==> src/rtl/row_cache_pkg.sv <==
`default_nettype none
// +----------------------------------------------------------------------+
// | row_cache_pkg                                                        |
// | Shared FSM state type and default sizing for the row-buffer cache.   |
// | Revision: 1.0                                                        |
// +----------------------------------------------------------------------+
package row_cache_pkg;

    localparam int c_DEF_ROW_W   = 17;
    localparam int c_DEF_ENTRIES = 32;
    localparam int c_DEF_CNT_W   = 16;

    typedef enum logic [2:0] {
        ST_IDLE       = 3'd0,
        ST_LOOKUP     = 3'd1,
        ST_WRITEBACK  = 3'd2,
        ST_FILL       = 3'd3,
        ST_RESP       = 3'd4,
        ST_FLUSH_SCAN = 3'd5,
        ST_FLUSH_WB   = 3'd6
    } row_cache_state_t;

endpackage
`default_nettype wire

==> src/rtl/row_cache_match.sv <==
`default_nettype none
// +----------------------------------------------------------------------+
// | row_cache_match                                                      |
// | Parallel row compare with lowest-index priority for hit and free slot|
// | Revision: 1.0                                                        |
// +----------------------------------------------------------------------+
module row_cache_match
    import row_cache_pkg::*;
#(
    parameter int ROW_W   = c_DEF_ROW_W,
    parameter int ENTRIES = c_DEF_ENTRIES,
    parameter int IDX_W   = $clog2(ENTRIES)
) (
    input  logic [ENTRIES-1:0] i_valid,
    input  logic [ROW_W-1:0]   i_rows [ENTRIES],
    input  logic [ROW_W-1:0]   i_row,
    output logic               o_hit,
    output logic [IDX_W-1:0]   o_hit_idx,
    output logic               o_any_invalid,
    output logic [IDX_W-1:0]   o_first_invalid_idx
);

    // Scanning downward lets the lowest matching index win.
    always_comb begin
        o_hit               = 1'b0;
        o_hit_idx           = '0;
        o_any_invalid       = 1'b0;
        o_first_invalid_idx = '0;
        for (int i = ENTRIES - 1; i >= 0; i--) begin
            if (i_valid[i] && (i_rows[i] == i_row)) begin
                o_hit     = 1'b1;
                o_hit_idx = IDX_W'(i);
            end
            if (!i_valid[i]) begin
                o_any_invalid       = 1'b1;
                o_first_invalid_idx = IDX_W'(i);
            end
        end
    end

endmodule
`default_nettype wire

==> src/rtl/row_cache_ctrl.sv <==
`default_nettype none
// +----------------------------------------------------------------------+
// | row_cache_ctrl                                                       |
// | Row-buffer cache controller: hit/miss, victim writeback, fill, flush.|
// | Revision: 1.0                                                        |
// +----------------------------------------------------------------------+
module row_cache_ctrl
    import row_cache_pkg::*;
#(
    parameter int ROW_W   = c_DEF_ROW_W,
    parameter int ENTRIES = c_DEF_ENTRIES,
    parameter int IDX_W   = $clog2(ENTRIES),
    parameter int CNT_W   = c_DEF_CNT_W
) (
    input  logic             clk,
    input  logic             rst,
    input  logic             req_valid,
    output logic             req_ready,
    input  logic             req_wr,
    input  logic [ROW_W-1:0] req_row,
    output logic             resp_valid,
    output logic             resp_hit,
    output logic [IDX_W-1:0] resp_idx,
    output logic             hold,
    output logic             mem_req_valid,
    output logic             mem_req_wr,
    output logic [ROW_W-1:0] mem_req_row,
    input  logic             mem_ack,
    input  logic             flush,
    output logic             flush_done,
    output logic [CNT_W-1:0] hit_cnt,
    output logic [CNT_W-1:0] miss_cnt
);

    typedef struct packed {
        logic             valid;
        logic             dirty;
        logic [ROW_W-1:0] rowaddr;
    } entry_t;

    row_cache_state_t state_q, state_d;
    entry_t           entry_q [ENTRIES];
    entry_t           entry_d [ENTRIES];
    logic [IDX_W-1:0] rr_ptr_q, rr_ptr_d;
    logic [IDX_W-1:0] scan_q, scan_d;
    logic [IDX_W-1:0] resp_idx_q, resp_idx_d;
    logic             resp_hit_q, resp_hit_d;
    logic             victim_rr_q, victim_rr_d;
    logic             wr_q, wr_d;
    logic [ROW_W-1:0] row_q, row_d;
    logic [CNT_W-1:0] hit_cnt_q, hit_cnt_d;
    logic [CNT_W-1:0] miss_cnt_q, miss_cnt_d;
    logic             flush_done_q, flush_done_d;

    logic [ENTRIES-1:0] w_valid;
    logic [ROW_W-1:0]   w_rows [ENTRIES];
    logic               w_hit;
    logic [IDX_W-1:0]   w_hit_idx;
    logic               w_any_invalid;
    logic [IDX_W-1:0]   w_first_invalid_idx;
    logic [IDX_W-1:0]   w_victim;

    for (genvar gi = 0; gi < ENTRIES; gi++) begin : g_unpack
        assign w_valid[gi] = entry_q[gi].valid;
        assign w_rows[gi]  = entry_q[gi].rowaddr;
    end

    row_cache_match #(
        .ROW_W   (ROW_W),
        .ENTRIES (ENTRIES),
        .IDX_W   (IDX_W)
    ) u_match (
        .i_valid             (w_valid),
        .i_rows              (w_rows),
        .i_row               (row_q),
        .o_hit               (w_hit),
        .o_hit_idx           (w_hit_idx),
        .o_any_invalid       (w_any_invalid),
        .o_first_invalid_idx (w_first_invalid_idx)
    );

    assign w_victim = w_any_invalid ? w_first_invalid_idx : rr_ptr_q;

    function automatic logic [CNT_W-1:0] sat_inc(input logic [CNT_W-1:0] v);
        return (&v) ? v : v + 1'b1;
    endfunction

    always_comb begin
        state_d      = state_q;
        entry_d      = entry_q;
        rr_ptr_d     = rr_ptr_q;
        scan_d       = scan_q;
        resp_idx_d   = resp_idx_q;
        resp_hit_d   = resp_hit_q;
        victim_rr_d  = victim_rr_q;
        wr_d         = wr_q;
        row_d        = row_q;
        hit_cnt_d    = hit_cnt_q;
        miss_cnt_d   = miss_cnt_q;
        flush_done_d = 1'b0;
        case (state_q)
            ST_IDLE: begin
                if (flush) begin
                    scan_d  = '0;
                    state_d = ST_FLUSH_SCAN;
                end else if (req_valid) begin
                    wr_d    = req_wr;
                    row_d   = req_row;
                    state_d = ST_LOOKUP;
                end
            end
            ST_LOOKUP: begin
                if (w_hit) begin
                    hit_cnt_d  = sat_inc(hit_cnt_q);
                    resp_hit_d = 1'b1;
                    resp_idx_d = w_hit_idx;
                    if (wr_q) begin
                        entry_d[w_hit_idx].dirty = 1'b1;
                    end
                    state_d = ST_RESP;
                end else begin
                    miss_cnt_d  = sat_inc(miss_cnt_q);
                    resp_hit_d  = 1'b0;
                    resp_idx_d  = w_victim;
                    victim_rr_d = !w_any_invalid;
                    if (entry_q[w_victim].valid && entry_q[w_victim].dirty) begin
                        state_d = ST_WRITEBACK;
                    end else begin
                        state_d = ST_FILL;
                    end
                end
            end
            ST_WRITEBACK: begin
                if (mem_ack) begin
                    state_d = ST_FILL;
                end
            end
            ST_FILL: begin
                if (mem_ack) begin
                    entry_d[resp_idx_q] = '{valid: 1'b1, dirty: wr_q, rowaddr: row_q};
                    // Power-of-two depth makes the natural overflow the wrap.
                    if (victim_rr_q) begin
                        rr_ptr_d = rr_ptr_q + 1'b1;
                    end
                    state_d = ST_RESP;
                end
            end
            ST_RESP: begin
                state_d = ST_IDLE;
            end
            ST_FLUSH_SCAN: begin
                if (entry_q[scan_q].valid && entry_q[scan_q].dirty) begin
                    state_d = ST_FLUSH_WB;
                end else if (&scan_q) begin
                    flush_done_d = 1'b1;
                    state_d      = ST_IDLE;
                end else begin
                    scan_d = scan_q + 1'b1;
                end
            end
            ST_FLUSH_WB: begin
                if (mem_ack) begin
                    entry_d[scan_q].dirty = 1'b0;
                    if (&scan_q) begin
                        flush_done_d = 1'b1;
                        state_d      = ST_IDLE;
                    end else begin
                        scan_d  = scan_q + 1'b1;
                        state_d = ST_FLUSH_SCAN;
                    end
                end
            end
            default: begin
                state_d = ST_IDLE;
            end
        endcase
    end

    always_ff @(posedge clk or negedge rst) begin
        if (!rst) begin
            state_q <= ST_IDLE;
        end else begin
            state_q <= state_d;
        end
    end

    always_ff @(posedge clk or negedge rst) begin
        if (!rst) begin
            for (int i = 0; i < ENTRIES; i++) begin
                entry_q[i] <= '0;
            end
            rr_ptr_q     <= '0;
            scan_q       <= '0;
            resp_idx_q   <= '0;
            resp_hit_q   <= 1'b0;
            victim_rr_q  <= 1'b0;
            wr_q         <= 1'b0;
            row_q        <= '0;
            hit_cnt_q    <= '0;
            miss_cnt_q   <= '0;
            flush_done_q <= 1'b0;
        end else begin
            entry_q      <= entry_d;
            rr_ptr_q     <= rr_ptr_d;
            scan_q       <= scan_d;
            resp_idx_q   <= resp_idx_d;
            resp_hit_q   <= resp_hit_d;
            victim_rr_q  <= victim_rr_d;
            wr_q         <= wr_d;
            row_q        <= row_d;
            hit_cnt_q    <= hit_cnt_d;
            miss_cnt_q   <= miss_cnt_d;
            flush_done_q <= flush_done_d;
        end
    end

    // Memory request is decoded straight from state so reset drops it asynchronously.
    always_comb begin
        mem_req_row = '0;
        case (state_q)
            ST_WRITEBACK: mem_req_row = entry_q[resp_idx_q].rowaddr;
            ST_FILL:      mem_req_row = row_q;
            ST_FLUSH_WB:  mem_req_row = entry_q[scan_q].rowaddr;
            default:      mem_req_row = '0;
        endcase
    end

    assign mem_req_valid = (state_q == ST_WRITEBACK) || (state_q == ST_FILL) ||
                           (state_q == ST_FLUSH_WB);
    assign mem_req_wr    = (state_q == ST_WRITEBACK) || (state_q == ST_FLUSH_WB);
    assign hold          = mem_req_valid;
    assign req_ready     = (state_q == ST_IDLE) && !flush;
    assign resp_valid    = (state_q == ST_RESP);
    assign resp_hit      = resp_valid && resp_hit_q;
    assign resp_idx      = resp_valid ? resp_idx_q : '0;
    assign flush_done    = flush_done_q;
    assign hit_cnt       = hit_cnt_q;
    assign miss_cnt      = miss_cnt_q;

endmodule
`default_nettype wire

==> config.mk <==
export PLATFORM = sky130hd
export DESIGN_NAME = row_cache_ctrl
export DESIGN_NICKNAME = d
export VERILOG_FILES = /design/src/rtl/row_cache_pkg.sv /design/src/rtl/row_cache_match.sv /design/src/rtl/row_cache_ctrl.sv
export SDC_FILE = /design/constraint.sdc
export NUM_CORES = 2
export LEC_CHECK = 0
export ABC_AREA = 1
export CAP_MARGIN = 0
export CELL_PAD_IN_SITES_DETAIL_PLACEMENT = 1
export CELL_PAD_IN_SITES_GLOBAL_PLACEMENT = 1
export CORE_MARGIN = 8
export CORE_UTILIZATION = 25
export DETAILED_ROUTE_END_ITERATION = 10
export PLACE_DENSITY = 0.56
export SLEW_MARGIN = 20
export SYNTH_ARGS = -nofsm -noshare
export SYNTH_HDL_FRONTEND = slang
export SYNTH_SLANG_ARGS = --single-unit
export TNS_END_PERCENT = 1
==> constraint.sdc <==
create_clock -name clk -period 3.32 [get_ports clk]
set_input_delay 0.498 -clock clk [delete_from_list [all_inputs] [get_ports clk]]
set_output_delay 0.498 -clock clk [all_outputs]
set_load 0.02 [all_outputs]
Yosys cells after proc, flatten, opt, wreduce, memory -nomap -nowiden. Index checks and enable logic that the tools add are counted.

Add/subtract/negate cells: 4. Order comparisons: 7. Eq/ne operators: 47. Mux-type cells: 176. Bitwise gates (word level): 8. Reduce and logical (&&, ||, !) cells: 58.

Operator list (number): 608-bit two-way mux (4); 608-bit bitwise mux (3); 608-bit one-hot mux with 3 select lines (1); 17-bit equality test (32); 5-bit two-way mux (71); 19-bit binary-select mux with 5-bit select (3); 19-bit demux with 5-bit select (3); 19-bit two-way mux (5); 1-bit two-way mux (69); 17-bit one-hot mux with 3 select lines (1); 1-bit logical AND (39); 18-bit two-way mux (2); 17-bit two-way mux (2); 16-bit by 1-bit adder with 16-bit output, second input constant (2); 16-bit AND reduction (2); 3-bit two-way mux (9); 6-bit greater-or-equal comparator, second input constant (4); 5-bit inverter with 6-bit output (4); 6-bit by 1-bit < comparator with 1-bit output, second input constant (3); 3-bit one-hot mux with 6 select lines (1); 5-bit one-hot mux with 3 select lines (1); 5-bit AND reduction (3); 2-bit inequality test, second input constant (6); 3-bit AND reduction (4); other kinds (14) (26).

Register bits after elaboration: 679.

Logic depth before layout (Yosys ltp).
Depth after elaboration: 43. Gate-level depth with buffers: 44.

By module. Synthesis repeated with hierarchy kept, for this count alone.

Cells, all modules: 6816. Area, all modules: 47090.2 sq um.

By module, submodules not included: row_cache_ctrl (instances 1, cells each 5495, area an instance 39605.5 sq um, seq. area each 16991.3 sq um); row_cache_match (instances 1, cells each 1321, area an instance 7484.7 sq um, seq. area each 0.0 sq um).

Worst setup path before layout. OpenSTA, ideal clock, no wires.

Kind: flip-flop to output port. From: register scan_q[0]. To: output mem_req_row[10]. Arrival: 2.566 ns. Slack: 0.256 ns. Cell stages (with the launch flop): 13. Cells stage by stage: dfrtp_1 clkbuf_1 inv_1 clkbuf_1 clkbuf_1 clkbuf_1 clkbuf_1 a21oi_1 o21ai_0 a21oi_1 nor4_1 a21oi_1 or2_2.

Word-level cells in the longest chain between the ends: 5.

RTL lines: from (decl) (RTL line row_cache_ctrl.sv:45) `logic [IDX_W-1:0] scan_q, scan_d;`; from (signal assigned) (RTL line row_cache_ctrl.sv:205) `scan_q <= scan_d;`; 5-bit inverter with 6-bit output (implied by the code) (RTL line row_cache_ctrl.sv:223) `ST_FLUSH_WB: mem_req_row = entry_q[scan_q].rowaddr;`; 19-bit binary-select mux with 5-bit select (RTL line row_cache_ctrl.sv:223); 19-bit two-way mux (implied by the code) (2 in series) (RTL line row_cache_ctrl.sv:223); 17-bit one-hot mux with 3 select lines (RTL line row_cache_ctrl.sv:220) `case (state_q)`; to (decl) (RTL line row_cache_ctrl.sv:27) `output logic [ROW_W-1:0] mem_req_row,`.

No other way between the ends. The select of a mux whose other input is x is not followed.

Worst setup path in the final report.
From: register scan_q[0]. To: output mem_req_row[12].

Same word-level chain as after synthesis.

==> impl_metrics.py <==
metrics = {
    "pwr": {
        "ir_worst_vdd_mv": 0.492,
        "leakage_nw": 29.6,
        "p_total_mw": 55.5,
        "power_per_cell_area_nw_per_um2": 875,
    },
    "timing": {
        "rsz0062_at_grt": "true",
        "period_share_pct": 123,
        "slew_headroom_pct": 47.3,
        "max_freq_mhz": 244,
        "finalSetupViolCount": 90,
        "slew_viol_final": 0,
        "whs_ps": 213,
        "finalSetupTns_ps": -43200,
        "timing.final.ws_setup_ps": -780,
        "fin_skew_ps": 51.3,
        "final-hold-violation-count": 0,
        "period_needed_ps": 4100,
        "tightest_slew_ps": 790,
    },
    "place": {
        "portBuffers": 83,
        "gp_congestion": 1.02,
        "hpwl_mm": 232,
        "place_area_um2": 58300,
        "pre_cts_ws_ps": -884,
    },
    "clock_network": {
        "clockRootBuffer": "clkbuf_16",
        "clock_sinks": 679,
        "cts_max_level": 3,
        "clkLatencyLatePin_ps": 760,
        "cts_tree": "done",
        "cts_buffers": 93,
        "cts_buffer_depth": 3,
        "path_clk_slew_ps": 60,
    },
    "route": {
        "ant_nets": 0,
        "via_count": 55498,
        "wl_mm": 303,
        "drt_pass1_iterations": 7,
        "drc": 0,
        "drtIter0Drc": 6074,
        "avgViaCountPerCell": 5.47,
        "detail_route.wl_per_cell_um": 29.9,
    },
    "critical_path": {
        "endpoint": "mem_req_row[12]",
        "crit_arrival_ps": 3600,
        "critPathLaunch": "scan_q[0]",
        "cp_max_fo": 9,
        "setup.worst_path.start_class": "register",
        "rrSetupSlack_ps": -650,
        "rr_startpoint": "row_q[7]",
        "cp_slowest_cell": "dfrtp_4",
        "r2r_cells": 30,
        "crit_top_cell": "buf_4",
        "timing.rr.end": "entry_q[321]",
        "critPathKind": "reg -> out",
        "critPathRequiredTime_ps": 2820,
        "slowest_delay_ps": 490,
        "end_kind": "output port",
        "crit_chain": "buf_12 > buf_4 > o21ai_2 > a21oi_2 > nor4_4 > buf_4 > or3b_4 > o31ai_4 > o211ai_1 > buf_4",
    },
    "logic_synthesis": {
        "ys_ff_latch": 679,
        "syn-num-nets": 6647,
        "synth_top_area_cell": "dfrtp_1",
        "ys_types": 67,
        "synth_flop_cell": "dfrtp_1",
        "synth.area.top_cells": "dfrtp_1 37%, o21ai_0 12%, inv_1 10%",
        "avgSynthCellArea_um2": 6.86,
        "netlist_area_um2": 45400,
        "ys_seq_area_share_pct": 37.5,
        "ys_async_sr_fraction_pct": 100,
        "yosys_warnings": 0,
        "postSynthCellCount": 6616,
        "synth_edf_count": 0,
        "netlist.area_leader.share_pct": 37.5,
    },
    "cells_and_area": {
        "layout-drive-gt1-share_pct": 23.1,
        "nFillCells": 22070,
        "layout.nets": 7722,
        "syn_to_final_growth_pct": 39.7,
        "design_area_um2": 63400,
    },
    "floorplan": {
        "die_w_um": 442,
        "die_h_um": 442,
        "core_um2": 181000,
        "ioPinCount": 84,
        "rows": 156,
        "initial_core_util_pct": 25.1,
        "die_area_um2": 195000,
    },
    "status": {
        "violations": "negative setup slack",
        "status": "complete, but fails checks",
    },
    "global_route": {
        "grt_max_degree": 95,
        "grt_pass1_wl_mm": 423,
        "antenna_found_initial": 12,
        "grt.overflow.total": 0,
        "first_global_vias": 54741,
        "grt.total_usage_pct": 29.5,
    },
    "flow_run": {
        "maxCapViolCount": 0,
    },
    "worst_hold_path": {
        "hold_path_class": "in -> async",
    },
}
worst max-delay path: cells and delay by family, from the launching register on:
family,cells,cell delay (ps)
AOI/OAI and AO/OA,4,820
buffers and inverters,4,810
DFF,1,490
and+or+nand+nor,2,710
Yosys cell counts, drive strengths merged (64+ instances only):
cell type     n
a21oi       522
buf         165
clkbuf      306
dfrtp       679
inv        1250
nand2      1229
nand3        64
nand4        82
nor2        197
nor4         91
o21ai      1108
o22ai       536
xor2         84
worst min path at each step:
stage                     from                         end  slack, ps  cells after the start
after CTS                  rst  asynchronous set/reset pin        170                      2
final                      rst  asynchronous set/reset pin        210                      2
after detailed placement   rst  asynchronous set/reset pin        390                      1
after global placement     rst  asynchronous set/reset pin        390                      1
after global routing       rst  asynchronous set/reset pin        230                      2
after floorplan            rst  asynchronous set/reset pin        200                      0
cells in the final DEF (no fill, tap or decap), types with 13 or more instances in the layout:
| master | n |
|---|---|
| o21ai_0 | 986 |
| o21ai_1 | 86 |
| o21ai_2 | 33 |
| nor2_2 | 13 |
| nand3b_1 | 14 |
| o211ai_1 | 27 |
| nor4_2 | 19 |
| clkbuf_8 | 23 |
| xor2_1 | 81 |
| clkdlybuf4s50_1 | 65 |
| inv_2 | 15 |
| nor2_1 | 175 |
| inv_1 | 1228 |
| a221oi_1 | 28 |
| o22ai_1 | 533 |
| clkinv_2 | 20 |
| nand4_1 | 79 |
| buf_8 | 14 |
| nor3_1 | 14 |
| o221ai_1 | 15 |
| nand3_1 | 62 |
| xnor2_1 | 45 |
| dfrtp_4 | 15 |
| nor4_1 | 62 |
| o2111ai_1 | 19 |
| a21oi_2 | 34 |
| clkbuf_1 | 23 |
| a21oi_1 | 483 |
| buf_12 | 102 |
| dfrtp_1 | 658 |
| buf_4 | 1194 |
| nand2_1 | 1196 |
| nand2_2 | 22 |
| clkbuf_16 | 99 |
| a22oi_1 | 14 |
| buf_6 | 64 |
power by group:
| part | switching, mW | leakage (nW) | total [mW] | internal, mW |
|---|---|---|---|---|
| clock | 4.56 | 1.54 | 10.6 | 6.09 |
| combinational | 22.3 | 21.6 | 34.2 | 11.9 |
| sequential | 1.18 | 6.49 | 10.7 | 9.49 |
through the flow:
step | util, % | cells
after detailed placement | 32.3 | 9926
final | 35.1 | 10143
after global routing | 35.1 | 10137
after global placement | 32.3 | 9926
after floorplan | - | 6616
after CTS | 34.5 | 10116
metal layers:
metal  wire length (um)  vias up  GRT usage [%]  share of wire, %
met3              24600      740           5.02               8.1
met4              23100        2           18.0               7.6
li1                   -    24169              -                 -
met5                 13        -              0            0.0043
met1             127000    27942           39.2                42
met2             129000     2645           44.5                42
area by class of cell:
type / instances / area (um^2) / share of cell area [%]
Antenna cell: 7 / 17.5 / 0.0276
Timing Repair Buffer: 1450 / 12800 / 20.2
Clock inverter: 29 / 328 / 0.517
Multi-Input combinational cell: 4204 / 22600 / 35.6
Inverter: 1262 / 4820 / 7.61
Clock buffer: 141 / 2780 / 4.39
Tap cell: 2370 / 2970 / 4.68
Timing Repair inverter: 1 / 8.76 / 0.0138
Sequential cell: 679 / 17100 / 26.9
kinds of logic (layout without fill, tap and decap cells):
group           after synthesis  in the layout  synth area share (%)
xor+xnor                    131            131                  2.53
flops                       679            679                  37.5
buf+inv                    1733           2883                  15.0
compound gates             2345           2345                  28.7
simple gates               1717           1717                  16.0
mux                           3              3                0.0662
fa+ha+maj                     8              8                 0.221
other cells                   0              7                     0
what timing repair did:
action,CTS,global route
hold endpoints to repair,117,0
setup endpoints to repair,96,98
hold buffers,1,0
setup buffers,18,17
cloned,1,4
pin swaps,21,59
resized for setup,236,238
Power figures use the tool's default switching activity.
